==> src/rtl/reg_control_if.sv <==
// Request/response bus between the instruction sequencer (master) and the
// register-file sequencer (slave).
interface reg_control_if;
    logic       req_valid;
    logic       req_ready;
    logic [2:0] req_op;
    logic [3:0] req_src;
    logic [3:0] req_dst;
    logic [1:0] req_bytes;
    logic       done;
    logic       err;

    modport master (
        output req_valid, req_op, req_src, req_dst, req_bytes,
        input  req_ready, done, err
    );

    modport slave (
        input  req_valid, req_op, req_src, req_dst, req_bytes,
        output req_ready, done, err
    );
endinterface

==> src/rtl/reg_control.sv <==
// Register-file access sequencer: maps logical register codes onto physical
// pairs through the Z80 bank-swap state and times selects/oe/bus switch #4.
module reg_control (
    input  logic          clk,
    input  logic          nreset,
    reg_control_if.slave  req,
    output logic          reg_sel_af,
    output logic          reg_sel_af2,
    output logic          reg_sel_bc,
    output logic          reg_sel_bc2,
    output logic          reg_sel_de,
    output logic          reg_sel_de2,
    output logic          reg_sel_hl,
    output logic          reg_sel_hl2,
    output logic          reg_sel_ix,
    output logic          reg_sel_iy,
    output logic          reg_sel_wz,
    output logic          reg_sel_sp,
    output logic          reg_sel_gp_hi,
    output logic          reg_sel_gp_lo,
    output logic          reg_gp_oe,
    output logic          reg_sel_pc,
    output logic          reg_sel_ir,
    output logic          reg_sel_sys_hi,
    output logic          reg_sel_sys_lo,
    output logic          reg_sys_oe,
    output logic          ctl_sw_4u,
    output logic          ctl_sw_4d,
    output logic          bank_af,
    output logic          bank_exx
);

    localparam int unsigned NUM_PHYS = 14;
    localparam int unsigned NUM_GP   = 12;

    // One-hot physical select positions; GP pairs occupy the low NUM_GP bits
    localparam logic [NUM_PHYS-1:0] OH_AF  = NUM_PHYS'(1) << 0;
    localparam logic [NUM_PHYS-1:0] OH_AF2 = NUM_PHYS'(1) << 1;
    localparam logic [NUM_PHYS-1:0] OH_BC  = NUM_PHYS'(1) << 2;
    localparam logic [NUM_PHYS-1:0] OH_BC2 = NUM_PHYS'(1) << 3;
    localparam logic [NUM_PHYS-1:0] OH_DE  = NUM_PHYS'(1) << 4;
    localparam logic [NUM_PHYS-1:0] OH_DE2 = NUM_PHYS'(1) << 5;
    localparam logic [NUM_PHYS-1:0] OH_HL  = NUM_PHYS'(1) << 6;
    localparam logic [NUM_PHYS-1:0] OH_HL2 = NUM_PHYS'(1) << 7;
    localparam logic [NUM_PHYS-1:0] OH_IX  = NUM_PHYS'(1) << 8;
    localparam logic [NUM_PHYS-1:0] OH_IY  = NUM_PHYS'(1) << 9;
    localparam logic [NUM_PHYS-1:0] OH_WZ  = NUM_PHYS'(1) << 10;
    localparam logic [NUM_PHYS-1:0] OH_SP  = NUM_PHYS'(1) << 11;
    localparam logic [NUM_PHYS-1:0] OH_PC  = NUM_PHYS'(1) << 12;
    localparam logic [NUM_PHYS-1:0] OH_IR  = NUM_PHYS'(1) << 13;

    localparam logic [2:0] OP_NOP     = 3'd0;
    localparam logic [2:0] OP_READ    = 3'd1;
    localparam logic [2:0] OP_WRITE   = 3'd2;
    localparam logic [2:0] OP_XFER    = 3'd3;
    localparam logic [2:0] OP_EX_AF   = 3'd4;
    localparam logic [2:0] OP_EXX     = 3'd5;
    localparam logic [2:0] OP_EX_DEHL = 3'd6;
    localparam logic [2:0] OP_RSVD    = 3'd7;

    typedef enum logic [1:0] {
        ST_IDLE  = 2'd0,
        ST_SEL   = 2'd1,
        ST_DRIVE = 2'd2
    } state_e;

    state_e              state_q, state_d;
    logic                ready_q, ready_d;
    logic [NUM_PHYS-1:0] sel_q, sel_d;
    logic                gp_hi_q, gp_hi_d, gp_lo_q, gp_lo_d;
    logic                sys_hi_q, sys_hi_d, sys_lo_q, sys_lo_d;
    logic                gp_oe_q, gp_oe_d, sys_oe_q, sys_oe_d;
    logic                sw_4u_q, sw_4u_d, sw_4d_q, sw_4d_d;
    logic                done_q, done_d, err_q, err_d;
    logic                bank_af_q, bank_af_d, bank_exx_q, bank_exx_d;
    logic                dehl0_q, dehl0_d, dehl1_q, dehl1_d;
    logic [2:0]          op_q, op_d;
    logic                rej_q, rej_d;
    logic                src_sys_q, src_sys_d;

    logic [NUM_PHYS-1:0] src_oh_c, dst_oh_c, acc_mask_c;
    logic                acc_rej_c, acc_src_sys_c, acc_dst_sys_c;

    // Logical code -> one-hot physical pair under the current bank state
    function automatic logic [NUM_PHYS-1:0] map_code(
        input logic [3:0] code,
        input logic       b_af,
        input logic       b_exx,
        input logic       swap0,
        input logic       swap1
    );
        logic                swap;
        logic [NUM_PHYS-1:0] de_oh;
        logic [NUM_PHYS-1:0] hl_oh;
        swap  = b_exx ? swap1 : swap0;
        de_oh = b_exx ? OH_DE2 : OH_DE;
        hl_oh = b_exx ? OH_HL2 : OH_HL;
        case (code)
            4'd0:    map_code = b_exx ? OH_BC2 : OH_BC;
            4'd1:    map_code = swap ? hl_oh : de_oh;
            4'd2:    map_code = swap ? de_oh : hl_oh;
            4'd3:    map_code = b_af ? OH_AF2 : OH_AF;
            4'd4:    map_code = OH_IX;
            4'd5:    map_code = OH_IY;
            4'd6:    map_code = OH_WZ;
            4'd7:    map_code = OH_SP;
            4'd8:    map_code = OH_PC;
            4'd9:    map_code = OH_IR;
            default: map_code = '0;
        endcase
    endfunction

    // Request decode and validity, evaluated against the live inputs
    always_comb begin
        src_oh_c      = map_code(req.req_src, bank_af_q, bank_exx_q, dehl0_q, dehl1_q);
        dst_oh_c      = map_code(req.req_dst, bank_af_q, bank_exx_q, dehl0_q, dehl1_q);
        acc_src_sys_c = |src_oh_c[NUM_PHYS-1:NUM_GP];
        acc_dst_sys_c = |dst_oh_c[NUM_PHYS-1:NUM_GP];
        acc_rej_c     = 1'b0;
        acc_mask_c    = '0;
        case (req.req_op)
            OP_READ, OP_WRITE: begin
                acc_rej_c  = (src_oh_c == '0) || (req.req_bytes == 2'b00);
                acc_mask_c = src_oh_c;
            end
            OP_XFER: begin
                acc_rej_c  = (src_oh_c == '0) || (dst_oh_c == '0) ||
                             (req.req_bytes == 2'b00) || (acc_src_sys_c == acc_dst_sys_c);
                acc_mask_c = src_oh_c | dst_oh_c;
            end
            OP_RSVD: acc_rej_c = 1'b1;
            default: acc_rej_c = 1'b0;
        endcase
        if (acc_rej_c) begin
            acc_mask_c = '0;
        end
    end

    // Next state and next registered outputs
    always_comb begin
        state_d    = state_q;
        sel_d      = '0;
        gp_hi_d    = 1'b0;
        gp_lo_d    = 1'b0;
        sys_hi_d   = 1'b0;
        sys_lo_d   = 1'b0;
        gp_oe_d    = 1'b0;
        sys_oe_d   = 1'b0;
        sw_4u_d    = 1'b0;
        sw_4d_d    = 1'b0;
        done_d     = 1'b0;
        err_d      = 1'b0;
        bank_af_d  = bank_af_q;
        bank_exx_d = bank_exx_q;
        dehl0_d    = dehl0_q;
        dehl1_d    = dehl1_q;
        op_d       = op_q;
        rej_d      = rej_q;
        src_sys_d  = src_sys_q;

        case (state_q)
            ST_IDLE: begin
                if (req.req_valid && ready_q) begin
                    state_d   = ST_SEL;
                    op_d      = req.req_op;
                    rej_d     = acc_rej_c;
                    src_sys_d = acc_src_sys_c;
                    sel_d     = acc_mask_c;
                    gp_hi_d   = req.req_bytes[1] & (|acc_mask_c[NUM_GP-1:0]);
                    gp_lo_d   = req.req_bytes[0] & (|acc_mask_c[NUM_GP-1:0]);
                    sys_hi_d  = req.req_bytes[1] & (|acc_mask_c[NUM_PHYS-1:NUM_GP]);
                    sys_lo_d  = req.req_bytes[0] & (|acc_mask_c[NUM_PHYS-1:NUM_GP]);
                    err_d     = acc_rej_c;
                    done_d    = !acc_rej_c && (req.req_op != OP_READ) && (req.req_op != OP_XFER);
                end
            end
            ST_SEL: begin
                state_d = ST_IDLE;
                if (!rej_q) begin
                    case (op_q)
                        OP_EX_AF: bank_af_d  = ~bank_af_q;
                        OP_EXX:   bank_exx_d = ~bank_exx_q;
                        OP_EX_DEHL: begin
                            if (bank_exx_q) dehl1_d = ~dehl1_q;
                            else            dehl0_d = ~dehl0_q;
                        end
                        OP_READ, OP_XFER: begin
                            // Selects already stable for a cycle, so oe/switch may now rise
                            state_d  = ST_DRIVE;
                            sel_d    = sel_q;
                            gp_hi_d  = gp_hi_q;
                            gp_lo_d  = gp_lo_q;
                            sys_hi_d = sys_hi_q;
                            sys_lo_d = sys_lo_q;
                            gp_oe_d  = !src_sys_q;
                            sys_oe_d = src_sys_q;
                            sw_4u_d  = (op_q == OP_XFER) && !src_sys_q;
                            sw_4d_d  = (op_q == OP_XFER) && src_sys_q;
                            done_d   = 1'b1;
                        end
                        default: state_d = ST_IDLE;
                    endcase
                end
            end
            ST_DRIVE: state_d = ST_IDLE;
            default:  state_d = ST_IDLE;
        endcase

        ready_d = (state_d == ST_IDLE);
    end

    always_ff @(posedge clk or negedge nreset) begin
        if (!nreset) begin
            state_q    <= ST_IDLE;
            ready_q    <= 1'b1;
            sel_q      <= '0;
            gp_hi_q    <= 1'b0;
            gp_lo_q    <= 1'b0;
            sys_hi_q   <= 1'b0;
            sys_lo_q   <= 1'b0;
            gp_oe_q    <= 1'b0;
            sys_oe_q   <= 1'b0;
            sw_4u_q    <= 1'b0;
            sw_4d_q    <= 1'b0;
            done_q     <= 1'b0;
            err_q      <= 1'b0;
            bank_af_q  <= 1'b0;
            bank_exx_q <= 1'b0;
            dehl0_q    <= 1'b0;
            dehl1_q    <= 1'b0;
            op_q       <= OP_NOP;
            rej_q      <= 1'b0;
            src_sys_q  <= 1'b0;
        end else begin
            state_q    <= state_d;
            ready_q    <= ready_d;
            sel_q      <= sel_d;
            gp_hi_q    <= gp_hi_d;
            gp_lo_q    <= gp_lo_d;
            sys_hi_q   <= sys_hi_d;
            sys_lo_q   <= sys_lo_d;
            gp_oe_q    <= gp_oe_d;
            sys_oe_q   <= sys_oe_d;
            sw_4u_q    <= sw_4u_d;
            sw_4d_q    <= sw_4d_d;
            done_q     <= done_d;
            err_q      <= err_d;
            bank_af_q  <= bank_af_d;
            bank_exx_q <= bank_exx_d;
            dehl0_q    <= dehl0_d;
            dehl1_q    <= dehl1_d;
            op_q       <= op_d;
            rej_q      <= rej_d;
            src_sys_q  <= src_sys_d;
        end
    end

    assign req.req_ready    = ready_q;
    assign req.done         = done_q;
    assign req.err          = err_q;
    assign reg_sel_af       = sel_q[0];
    assign reg_sel_af2      = sel_q[1];
    assign reg_sel_bc       = sel_q[2];
    assign reg_sel_bc2      = sel_q[3];
    assign reg_sel_de       = sel_q[4];
    assign reg_sel_de2      = sel_q[5];
    assign reg_sel_hl       = sel_q[6];
    assign reg_sel_hl2      = sel_q[7];
    assign reg_sel_ix       = sel_q[8];
    assign reg_sel_iy       = sel_q[9];
    assign reg_sel_wz       = sel_q[10];
    assign reg_sel_sp       = sel_q[11];
    assign reg_sel_pc       = sel_q[12];
    assign reg_sel_ir       = sel_q[13];
    assign reg_sel_gp_hi    = gp_hi_q;
    assign reg_sel_gp_lo    = gp_lo_q;
    assign reg_sel_sys_hi   = sys_hi_q;
    assign reg_sel_sys_lo   = sys_lo_q;
    assign reg_gp_oe        = gp_oe_q;
    assign reg_sys_oe       = sys_oe_q;
    assign ctl_sw_4u        = sw_4u_q;
    assign ctl_sw_4d        = sw_4d_q;
    assign bank_af          = bank_af_q;
    assign bank_exx         = bank_exx_q;

endmodule

==> src/flat_wrapper.sv <==
// flat-port wrapper written by rule: the top's interface ports become plain ports
module reg_control_flat 
  (clk, nreset, reg_sel_af, reg_sel_af2, reg_sel_bc, reg_sel_bc2, reg_sel_de, reg_sel_de2, reg_sel_hl, reg_sel_hl2, reg_sel_ix, reg_sel_iy, reg_sel_wz, reg_sel_sp, reg_sel_gp_hi, reg_sel_gp_lo, reg_gp_oe, reg_sel_pc, reg_sel_ir, reg_sel_sys_hi, reg_sel_sys_lo, reg_sys_oe, ctl_sw_4u, ctl_sw_4d, bank_af, bank_exx, req_req_valid, req_req_op, req_req_src, req_req_dst, req_req_bytes, req_req_ready, req_done, req_err);
  reg_control_if req_i ();
  input  logic clk;
  input  logic nreset;
  output logic reg_sel_af;
  output logic reg_sel_af2;
  output logic reg_sel_bc;
  output logic reg_sel_bc2;
  output logic reg_sel_de;
  output logic reg_sel_de2;
  output logic reg_sel_hl;
  output logic reg_sel_hl2;
  output logic reg_sel_ix;
  output logic reg_sel_iy;
  output logic reg_sel_wz;
  output logic reg_sel_sp;
  output logic reg_sel_gp_hi;
  output logic reg_sel_gp_lo;
  output logic reg_gp_oe;
  output logic reg_sel_pc;
  output logic reg_sel_ir;
  output logic reg_sel_sys_hi;
  output logic reg_sel_sys_lo;
  output logic reg_sys_oe;
  output logic ctl_sw_4u;
  output logic ctl_sw_4d;
  output logic bank_af;
  output logic bank_exx;
  input wire logic [$bits(req_i.req_valid)-1:0] req_req_valid;
  input wire logic [$bits(req_i.req_op)-1:0] req_req_op;
  input wire logic [$bits(req_i.req_src)-1:0] req_req_src;
  input wire logic [$bits(req_i.req_dst)-1:0] req_req_dst;
  input wire logic [$bits(req_i.req_bytes)-1:0] req_req_bytes;
  output wire logic [$bits(req_i.req_ready)-1:0] req_req_ready;
  output wire logic [$bits(req_i.done)-1:0] req_done;
  output wire logic [$bits(req_i.err)-1:0] req_err;
  assign req_i.req_valid = req_req_valid;
  assign req_i.req_op = req_req_op;
  assign req_i.req_src = req_req_src;
  assign req_i.req_dst = req_req_dst;
  assign req_i.req_bytes = req_req_bytes;
  assign req_req_ready = req_i.req_ready;
  assign req_done = req_i.done;
  assign req_err = req_i.err;
  reg_control u_core (.clk(clk), .nreset(nreset), .req(req_i), .reg_sel_af(reg_sel_af), .reg_sel_af2(reg_sel_af2), .reg_sel_bc(reg_sel_bc), .reg_sel_bc2(reg_sel_bc2), .reg_sel_de(reg_sel_de), .reg_sel_de2(reg_sel_de2), .reg_sel_hl(reg_sel_hl), .reg_sel_hl2(reg_sel_hl2), .reg_sel_ix(reg_sel_ix), .reg_sel_iy(reg_sel_iy), .reg_sel_wz(reg_sel_wz), .reg_sel_sp(reg_sel_sp), .reg_sel_gp_hi(reg_sel_gp_hi), .reg_sel_gp_lo(reg_sel_gp_lo), .reg_gp_oe(reg_gp_oe), .reg_sel_pc(reg_sel_pc), .reg_sel_ir(reg_sel_ir), .reg_sel_sys_hi(reg_sel_sys_hi), .reg_sel_sys_lo(reg_sel_sys_lo), .reg_sys_oe(reg_sys_oe), .ctl_sw_4u(ctl_sw_4u), .ctl_sw_4d(ctl_sw_4d), .bank_af(bank_af), .bank_exx(bank_exx));
endmodule
==> config.mk <==
export PLATFORM = sky130hd
export DESIGN_NAME = reg_control_flat
export DESIGN_NICKNAME = d
export VERILOG_FILES = /design/src/rtl/reg_control_if.sv /design/src/rtl/reg_control.sv /design/src/flat_wrapper.sv
export SDC_FILE = /design/constraint.sdc
export NUM_CORES = 1
export LEC_CHECK = 0
export CELL_PAD_IN_SITES_DETAIL_PLACEMENT = 0
export CELL_PAD_IN_SITES_GLOBAL_PLACEMENT = 1
export CORE_ASPECT_RATIO = 1.75
export CORE_UTILIZATION = 40
export DETAILED_ROUTE_END_ITERATION = 10
export GPL_TIMING_DRIVEN = 0
export PLACE_DENSITY_LB_ADDON = 0.1
export SLEW_MARGIN = 20
export SYNTH_ARGS = -nofsm -noshare
export SYNTH_HDL_FRONTEND = slang
export SYNTH_SLANG_ARGS = --single-unit
==> constraint.sdc <==
create_clock -name clk -period 3.5 [get_ports clk]
set_clock_uncertainty 0.2 [all_clocks]
set_input_delay 0.7 -clock clk [delete_from_list [all_inputs] [get_ports clk]]
set_output_delay 0.7 -clock clk [all_outputs]
set_load 0.1 [all_outputs]
==> impl_results.md <==
- #FFs+latches synth: 36
- Setup Fix Bufs, Post-CTS: 0
- Finished Core Util: a little under three fifths
- Number of remaining DRC errors: 0
- Max IR drop VDD: 0.333 mV
- Final HPWL DP: roughly 3500 um
- Port bufs: 40
- TritonCTS Sinks: 36
- RSZ-0062 raised after global routing: false
- FF-to-FF path depth: 7
- PwrDens: ~530 nW/um2
- Die X: 53.3 um
- WP data arrival: 2900 ps
- Reg2Reg Capture Point: u_core.reg_sel_gp_lo$_DFFE_PN0P_
- Cts bufs inserted: 5
- Netlist cell types: 56
- Root Buffer: clkbuf_8
- Setup TNS: 0 ps
- Synth cell count leaders: dfrtp_1, nand2_1, nor2_1
- First-pass GRT wire length: 7390 um
- Switching power share of the total: 39.7%
- Global placement routability congestion: 0.846
- Core Rows: 32
- Nets: ~260
- Ys async rst share: 100%
- Via count: 1613
- Via density: 5.54
- Worst skew pair latency: 280 ps
- Filler instances: 440
- Ant diodes: 0
- Status: finished clean
- Worst slew margin: 34.9%
- Worst slew pin tran: 973 ps
- Vias in the first global route: 1618
- Post-synth top area cell: dfrtp_1
- Startpoint type of the worst setup path: primary input
- Critical path class: in2reg
- Core ar.: 4400 um2
- Mapped Cells: 190
- Height of the die: around 90 um
- H-Tree Depth: 2
- Setup violations, final: 0
- Tcrit/Tclk final: 82.5%
- Post-DR wirelength/cell: 15.6 um
- Final wirelength: 4540 um
- GRT Residual Overflow: 0
- Yosys top cell area share: 47.5%
- R2r setup slk: roughly 1100 ps
- Top post-synthesis cells by area: dfrtp_1, nand2_1, nor2_1
- Regs by FF count: u_core.sel_q: 14 flops, u_core.op_q: 3 flops, u_core.state_q: 2 flops
- Initial Utilization: 41.9%
- Hold Path Origin: u_core.sel_q[13]$_DFFE_PN0P_
- Initial antenna violation count: 0
- Max frequency: approximately 350 MHz
- Largest net degree at the start of global routing: 36
- Fin. max-slew vios: 0
- Predominant post-synthesis flop cell: dfrtp_1
- Comb pwr share: 35.6%
- Routed Antenna Nets: 0
- Syn Nets: about 210
- Most common cell in the netlist: dfrtp_1
- CTS max path bufs: 2
- Final hold vios: 0
- Critical Path Fanout Max: 10
- Worst r2r src: u_core.dehl1_q$_DFFE_PN0P_
- Worst setup EP type: flop
- Hold path depth: 2
- Number of hold buffers added after cts: 1
- Flop pwr share: 41.0%
- Layout overhead on the synthesized area: 31.4%
- Mapped Area: ~1800 um2
- Syn avg cell area: 9.71 um2
- Max Cap Viol: 0
- Max FFs per register: 14
- Pleak: 0.00103 uW
- Clock power frac: 23.4%
- Critical Path RT: 3520 ps
- Die area: about 4900 um2
- Ys Warns: 0
- Reg with most FFs: u_core.sel_q
- Router iterations before antenna repair: 4
- Switching power: between 500 and 600 uW
- HP Class: reg2reg
- Hold endpoint: u_core.sel_q[13]$_DFFE_PN0P_
- Period minus WS final: 2890 ps
- CTS clk-pin slew, worst paths: 70 ps
- Post-synthesis sequential area ratio: slightly below 50%
- Ports: 43
- Layout cells sized above 1: 11.3%
- # resized after CTS: 0
- CTS tree: yes
- EDFF count, synth: 0
- P_int: 773 uW
- First DRT Iteration DRCs: 36
- Total global-route track usage: 20.6%
[final cells by class]
type	count	area (um2)	share of cell area, %
Inverter	7	26.3	1.08
Sequential cell	36	902	37.2
Tap cell	51	63.8	2.63
Buffer	12	60.1	2.48
Clock buffer	8	90.1	3.72
Timing Repair Buffer	42	425	17.6
Multi-Input combinational cell	135	856	35.3
[metal layers]
layer / up-vias / track usage [%] / share of wire, %
met5: - / 0 / 0
met4: 0 / 9.21 / 2.6
met3: 10 / 3.65 / 5.1
met2: 59 / 35.2 / 54
met1: 777 / 23.6 / 39
li1: 767 / - / -
[worst max-delay path by stage]
stage,start,endpoint,cells past startpoint
floorplan,req_req_dst[1],u_core.reg_sel_sys_hi$_DFFE_PN0P_,8
CTS,req_req_src[3],u_core.reg_sel_gp_lo$_DFFE_PN0P_,7
finish,req_req_src[1],u_core.reg_sel_gp_lo$_DFFE_PN0P_,8
global route,req_req_dst[0],u_core.reg_sel_gp_lo$_DFFE_PN0P_,7
detailed placement,req_req_src[3],u_core.reg_sel_gp_hi$_DFFE_PN0P_,7
global placement,req_req_src[1],u_core.reg_sel_gp_hi$_DFFE_PN0P_,8
[metrics by stage]
step | instance area (um2) | worst slack (ps) | cells | total power (uW) | hold WS [ps]
2_1_floorplan | 1840 | 1180 | 190 | 858 | 204
3_3_place_gp | 2310 | 357 | 281 | 978 | 265
3_5_place_dp | 2320 | 338 | 282 | 991 | 277
4_1_cts | 2420 | 625 | 291 | 1290 | 287
5_1_grt | 2420 | 526 | 291 | 1340 | 315
6_report | 2420 | 613 | 291 | 1280 | 286
[worst max-delay path, stage by stage]
cell	delay, ps
clkdlybuf4s50_1	470
clkbuf_2	200
or3b_1	350
a2111oi_0	520
o21a_1	240
nor2_1	50
nand4_1	170
a32o_1	190
[power by group through the flow]
stage | clock [uW] | combinational (uW) | sequential [uW]
global route | 325 | 486 | 533
finish | 300 | 456 | 525
global placement | 0 | 448 | 530
floorplan | 0 | 165 | 693
detailed placement | 0 | 457 | 533
CTS | 306 | 460 | 526
[cell usage in the layout, fill, tap and decap left out, types with 4 or more instances in the layout]
cell type and instances:
clkdlybuf4s50_1 39, dfrtp_1 35, nand2_1 29, nor2_1 14, clkbuf_1 9, o21ai_0 9, inv_1 6, nor2b_1 6
clkbuf_8 6, mux2i_1 5, a22o_1 5, nand3b_1 4, o21ai_1 4, a32o_1 4
[logic make-up after synthesis]
logic type / count (synthesis) / share of synthesized area (%)
compound gates: 47 / 18.6
xor+xnor: 4 / 1.90
buf+inv: 19 / 4.68
flops: 36 / 48.9
mux: 5 / 2.71
simple gates: 79 / 23.2
Power figures use the tool's default switching activity.
